$ cat config.mk
export PLATFORM = sky130hd
export DESIGN_NAME = rammodel_halt_ctrl
export DESIGN_NICKNAME = d
export VERILOG_FILES = /design/src/rtl/rammodel_halt_ctrl.sv
export SDC_FILE = /design/constraint.sdc
export NUM_CORES = 1
export LEC_CHECK = 0
export CORE_UTILIZATION = 40
export DETAILED_ROUTE_END_ITERATION = 10
export PLACE_DENSITY = 0.72
export SYNTH_ARGS = -nofsm -noshare
export SYNTH_HDL_FRONTEND = slang
export SYNTH_SLANG_ARGS = --single-unit
$ cat constraint.sdc
create_clock -name clk -period 1.95 [get_ports clk]
set_input_delay 0.39 -clock clk [delete_from_list [all_inputs] [get_ports clk]]
set_output_delay 0.39 -clock clk [all_outputs]
set_load 0.05 [all_outputs]
$ cat src/rtl/rammodel_halt_ctrl.sv
// Halt/resume sequencer for a group of memory-model instances.
// Freezes DUT time, settles, drains the gates, and reverses on resume.
module rammodel_halt_ctrl #(
    parameter int N_MODELS      = 2,
    parameter int SETTLE_CYCLES = 4,
    parameter int TIMEOUT       = 1024
) (
    input  logic                clk,
    input  logic                reset,
    input  logic                halt,
    input  logic [N_MODELS-1:0] up,
    input  logic [N_MODELS-1:0] down,
    output logic [N_MODELS-1:0] pause,
    output logic [N_MODELS-1:0] up_req,
    output logic [N_MODELS-1:0] down_req,
    output logic                halted,
    output logic [2:0]          state,
    output logic                timeout_err
);

    typedef enum logic [2:0] {
        S_INIT   = 3'd0,
        S_RUN    = 3'd1,
        S_PAUSE  = 3'd2,
        S_DRAIN  = 3'd3,
        S_HALTED = 3'd4,
        S_RESUME = 3'd5
    } state_e;

    localparam int CW = $clog2(TIMEOUT + 1);
    localparam logic [CW-1:0] TO_LAST  = CW'(TIMEOUT - 1);
    localparam logic [CW-1:0] ST_LAST  = CW'(SETTLE_CYCLES - 1);
    localparam logic [CW-1:0] CNT_MAX  = {CW{1'b1}};

    state_e          state_q;
    state_e          state_d;
    logic [CW-1:0]   cnt_q;
    logic [CW-1:0]   cnt_d;
    logic            all_up;
    logic            all_down;
    logic            timed;
    logic            counting;
    logic            exit_cond;
    logic            to_hit;
    logic            pause_d;
    logic            up_req_d;
    logic            down_req_d;
    logic            halted_d;

    assign all_up   = &up;
    assign all_down = &down;
    assign state    = state_q;

    always_ff @(posedge clk) begin
        if (reset) begin
            state_q     <= S_INIT;
            cnt_q       <= '0;
            timeout_err <= 1'b0;
            pause       <= '1;
            up_req      <= '1;
            down_req    <= '0;
            halted      <= 1'b0;
        end else begin
            state_q     <= state_d;
            cnt_q       <= cnt_d;
            timeout_err <= timeout_err | to_hit;
            pause       <= {N_MODELS{pause_d}};
            up_req      <= {N_MODELS{up_req_d}};
            down_req    <= {N_MODELS{down_req_d}};
            halted      <= halted_d;
        end
    end

    always_comb begin
        state_d   = state_q;
        timed     = 1'b0;
        counting  = 1'b0;
        exit_cond = 1'b0;
        case (state_q)
            S_INIT: begin
                timed     = 1'b1;
                counting  = 1'b1;
                exit_cond = all_up;
                if (all_up) state_d = S_RUN;
            end
            S_RUN: begin
                if (halt) state_d = S_PAUSE;
            end
            S_PAUSE: begin
                counting  = 1'b1;
                exit_cond = (cnt_q == ST_LAST);
                if (exit_cond) state_d = S_DRAIN;
            end
            S_DRAIN: begin
                timed     = 1'b1;
                counting  = 1'b1;
                exit_cond = all_down;
                if (all_down) state_d = S_HALTED;
            end
            S_HALTED: begin
                if (!halt) state_d = S_RESUME;
            end
            S_RESUME: begin
                timed     = 1'b1;
                counting  = 1'b1;
                exit_cond = all_up;
                if (all_up) state_d = S_RUN;
            end
            default: state_d = S_INIT;
        endcase

        // Counter restarts on every transition and saturates rather than wraps.
        if (state_d != state_q)
            cnt_d = '0;
        else if (counting && !exit_cond && cnt_q != CNT_MAX)
            cnt_d = cnt_q + 1'b1;
        else
            cnt_d = cnt_q;

        to_hit = timed && !exit_cond && (cnt_q == TO_LAST);
    end

    // Outputs are decoded from the next state so they line up with state_q.
    always_comb begin
        pause_d    = (state_d != S_RUN);
        up_req_d   = (state_d == S_INIT) || (state_d == S_RESUME);
        down_req_d = (state_d == S_DRAIN) || (state_d == S_HALTED);
        halted_d   = (state_d == S_HALTED);
    end

endmodule

* Word-level counts from Yosys, hierarchy flattened
Index checks and enable logic that the tools add are counted.
Storage, ports and cells: register bits 19, input bits 7, output and inout bits 11, word-level logic and storage cells 46
Operators by class: $add $sub $neg 1, equal/unequal tests 13, multiplexer cells 9, bitwise gates (word level) 1, reduce and logical (&&, ||, !) cells 15
Operator list (number):
- $mux 3 | 5
- $pmux 3 s5 | 1
- $eq 3x3->1 const B | 4
- $add 11x1->11 const B | 1
- $eq 11x10->1 const B | 1
- $eq 11x2->1 const B | 1
- $ne 11x11->1 const B | 1
- $eq 3x2->1 const B | 3
- $logic_not 3->1 | 2
- $logic_and 1x1->1 | 4
- $reduce_and 2->1 | 2
- $reduce_or 2->1 | 2
- $reduce_or 4->1 | 1
- $eq 3x1->1 const B | 1
- $ne 3x1->1 const B | 1
- $ne 3x3->1 | 1
- $pmux 1 s3 | 1
- $reduce_or 3->1 | 1
- $logic_or 1x1->1 | 2
- $mux 1 | 2
- $logic_not 1->1 | 1
- $or 1x1->1 | 1

* Depth between registers and ports, before layout
Gate-level depths: netlist of the first run.
depth in word-level cells 7, mapped depth 8, mapped depth without buffers 6

* Least setup slack after synthesis of the first run
Ideal clock, no wire load.
kind reg2reg, start point reg state_q[0], in the netlist state[0], end point reg cnt_q[2], library setup time 0.070 ns, arrival 2.098 ns, data required time 1.880 ns, slack -0.218 ns, cell stages (with the launch flop) 8, path buffers 2, period minus slack after synthesis 2.168 ns, cells stage by stage dfxtp_1 buf_4 and3b_1 a311oi_2 o211ai_1 a221o_1 buf_2 a21oi_1
Between the ends: longest elaborated chain between the ends 6, elaborated cells between the ends (all ways) 21, classes of those cells 6 x eq/ne; 8 x mux; 7 x reduce/logical
RTL lines:
- start: declaration | line 35 | state_e state_q;
- start signal: assignment | line 64 | state_q <= state_d;
- branches (longest 6 deep; another with $pmux 3 s5)
- end signal: assignment | line 65 | cnt_q <= cnt_d;
- end: declaration | line 37 | logic [CW-1:0] cnt_q;
Several ways; the timed one is not identified. A chain may end at the register's enable or synchronous reset.

* Final worst setup path of the first run
start point reg cnt_q[0], end point reg cnt_q[1]
Between the ends: longest elaborated chain between the ends 5, elaborated cells between the ends (all ways) 11, classes of those cells 1 x add/sub; 3 x eq/ne; 3 x mux; 4 x reduce/logical
RTL lines:
- $eq 11x2->1 | line 91 | exit_cond = (cnt_q == ST_LAST);
- $mux 3 or $pmux 1 s3 (tied branches) | line 92, 79
- $pmux 3 s5 or $logic_not 1->1 (tied branches) | line 79, 115
- $ne 3x3->1 or $logic_and 1x1->1 (tied branches) | line 113, 115
- $reduce_or 2->1 (no source line) or $logic_and 1x1->1 (tied branches)
Parallel ways exist; a longest one is shown, timed or not.

==> metrics.md, run 1 <==
| Metric | Value |
|---|---|
| Max-slew violations | 0 |
| Final Cycle Share | 107% |
| WS Path Type | flip-flop to flip-flop |
| Fmax | 0.478 GHz |
| Worst hold margin | 0.506 ns |
| First-pass GRT wire length | 4.22 mm |
| Drt drc | 0 |
| Final Util | 59.4% |
| Antenna violations before repair | 0 |
| ANT nets after route | 0 |
| Height of the die | 53.3 µm |
| Via count | 1108 |
| CTS Buffer Depth | 2 |
| Max VDD drop | 0.375 mV |
| Die Width | 53.3 µm |
| CTS buffer count | 3 |
| Pre-antenna DRT Iters | 5 |
| Seq/Total Area, Yosys | 36.1% |
| Mapped Nets | 134 |
| Mapped Area | 1050 µm² |
| Rel. slew slack | 66.9% |
| Post-Route WL | 2.67 mm |
| Flop2flop setup slack | -0.14 ns |
| Core Area | 2480 µm² |
| CP Max Fanout | 5 |
| Synth Warn # | 0 |
| Most common cell after layout, fill and taps aside | buf_4 |
| Average wire per standard cell | 14.1 µm |
| Setup crit end kind | flip-flop |
| Row count | 18 |
| Fin Setup TNS | -1.32 ns |
| H-Tree Level Count | 1 |
| Arrival time at the worst endpoint | 2.33 ns |
| Clock transition at path regs | 0.11 ns |
| Post-CTS Setup Bufs | 0 |
| Outcome | finished with violations |
| Synth top area share | 36.1% |
| Top cell type by total area after synthesis | dfxtp_1 |
| Mean Syn Cell Area | 8.36 µm² |
| Worst setup margin | -0.141 ns |
| Yosys reg bits | 19 |
| Dpl hpwl | 1.81 mm |
| Nets@finish | 168 |
| Fin crit period | 2.09 ns |
| I/O pins | 18 |
| Post-Synthesis Cells | 126 |
| Antenna diode count | 0 |
| Clock sink count | 19 |
| Routability-driven placement congestion ratio | 0.826 |
| Area Overhead vs Synth | 39.8% |
| Root Buffer | clkbuf_4 |
| Starting Density | 42.5% |
| Worst EP required | 2.19 ns |
| Yosys cell types | 35 |
| CTS Hold Bufs | 0 |
| CTS tree | done |
| Final std cells w/o fill | 189 |
| Max-Cap Viols | 0 |
| Worst Hold Class | flip-flop to flip-flop |
| Pin count of the biggest net entering global routing | 20 |
| LEAKAGE | 0.571 nW |
| Tot GR Track Use | 20.3% |
| Worst-Skew Late Latency | 0.30 ns |
| Die area | 2840 µm² |
| Critical Path Start Type | flip-flop |
| Dpl cells | 184 |
| Clk_skew | 0.00341 ns |
| Commonest cells after routing, fill and taps aside | buf_4, dfxtp_1, clkdlybuf4s50_1 |
| Port Buffers | 17 |
| Vias in the first global route | 963 |
| Area contributors post-synth | dfxtp_1, a21oi_1, o31ai_1 |
| GR Overflow Total | 0 |
| Slew @ Worst Pin | 0.494 ns |
| Final setup fails | 11 |
| Violated checks | setup timing |
| DRT iter0 DRCs | 17 |
| Final Hold Vio Count | 0 |
| DR vias/cell | 5.86 |
| Pwr/cell area | 558 nW/µm² |
| Share of layout cells above drive strength 1 | 32.1% |
| RSZ-0062 raised after global routing | true |
-- final timing paths --
path	to	cells after the start	start
min reg2reg	cnt_q[8]$_SDFFE_PP0P_	2	cnt_q[8]$_SDFFE_PP0P_
max	cnt_q[1]$_SDFFE_PP0P_	8	cnt_q[0]$_SDFFE_PP0P_
max reg2reg	cnt_q[1]$_SDFFE_PP0P_	8	cnt_q[0]$_SDFFE_PP0P_
min	cnt_q[8]$_SDFFE_PP0P_	2	cnt_q[8]$_SDFFE_PP0P_
-- state kept, by name (all words and copies together), names as in the netlist --
| name | cells |
|---|---|
| timeout_err | 1 |
| state | 3 |
| pause | 1 |
| down_req | 1 |
| cnt_q | 11 |
| halted | 1 |
| up_req | 1 |
-- Yosys cell counts --
cell type	count
and3_1	6
a31o_2	1
xor2_1	1
a41o_1	1
or3_1	2
a32o_1	2
nand2_1	2
o21ai_0	2
nand2b_1	1
nor2_1	11
a22oi_1	1
nor4_1	3
clkbuf_1	3
or3b_2	1
nor2b_1	3
o21bai_1	1
ha_1	1
o211ai_1	1
o21ba_2	2
a311oi_2	1
buf_4	4
nand3_1	9
a221o_1	1
o31ai_1	8
buf_2	4
inv_1	2
dfxtp_1	19
a32oi_1	1
and3b_1	2
nor3_1	4
a31oi_1	2
and4_1	1
nand3b_1	3
a21oi_1	12
or4_1	8
-- stage by stage --
stage                     setup slack [ns]  instance area, µm²  power [W]
after floorplan                   0.000489                1060   0.000532
after global placement              -0.219                1370   0.000599
after global routing                -0.167                1470   0.000858
after CTS                          -0.0619                1400   0.000804
final                               -0.141                1470   0.000822
after detailed placement            -0.256                1370   0.000605
-- timing repair --
action,CTS,global route
pin swaps,0,2
resized for setup,2,19
setup endpoints to repair,11,12
cloned,0,1
-- final cells by class --
type	count	area, µm²
fill	216	1000
multi-input combinational	94	658
sequential	19	392
timing repair buffer	40	352
tap	30	37.5
clock buffer	4	26.3
inverter	2	7.51
-- where the power goes --
group          switching [W]  internal (W)  total (W)
logic               0.000114     0.0000931   0.000207
clock network       0.000124     0.0000798   0.000204
registers          0.0000122      0.000399   0.000411
total               0.000250      0.000572   0.000822
-- layer usage --
metal	share of wire (%)	vias up	GRT usage [%]
li1	-	553	-
met2	48	33	32.7
met1	47	517	26.5
met3	3.6	5	3.45
met4	1.3	0	7.89
met5	0	-	0
-- critical path, cell delays in order, from the launching register on --
cell and delay (ns):
dfxtp_2 0.35, ha_4 0.15, and3b_1 0.15, and4_4 0.20, buf_6 0.11, or3_1 0.38
a221o_1 0.42, buf_6 0.16, a21oi_2 0.10
-- kinds of logic (layout without fill, tap and decap cells) --
kind of cell | after synthesis | in the layout | synth area share [%]
flops | 19 | 19 | 36.1
xor+xnor | 1 | 1 | 0.832
fa+ha+maj | 1 | 1 | 1.19
compound gates | 36 | 36 | 24.5
buf+inv | 13 | 46 | 6.53
simple gates | 56 | 56 | 30.9
(Power assumes the default switching activity.)
==> run 2: changes to the inputs <==
GPL_ROUTABILITY_DRIVEN = 1   (was unset)
==> results of run 2 <==
No change in the layout: final DEF, timing and power equal those of run 1.
==> run 3: changes to the inputs <==
CTS_CLUSTER_DIAMETER = 100   (was unset)
==> results of run 3 <==
No change in the layout: final DEF, timing and power equal those of run 1.
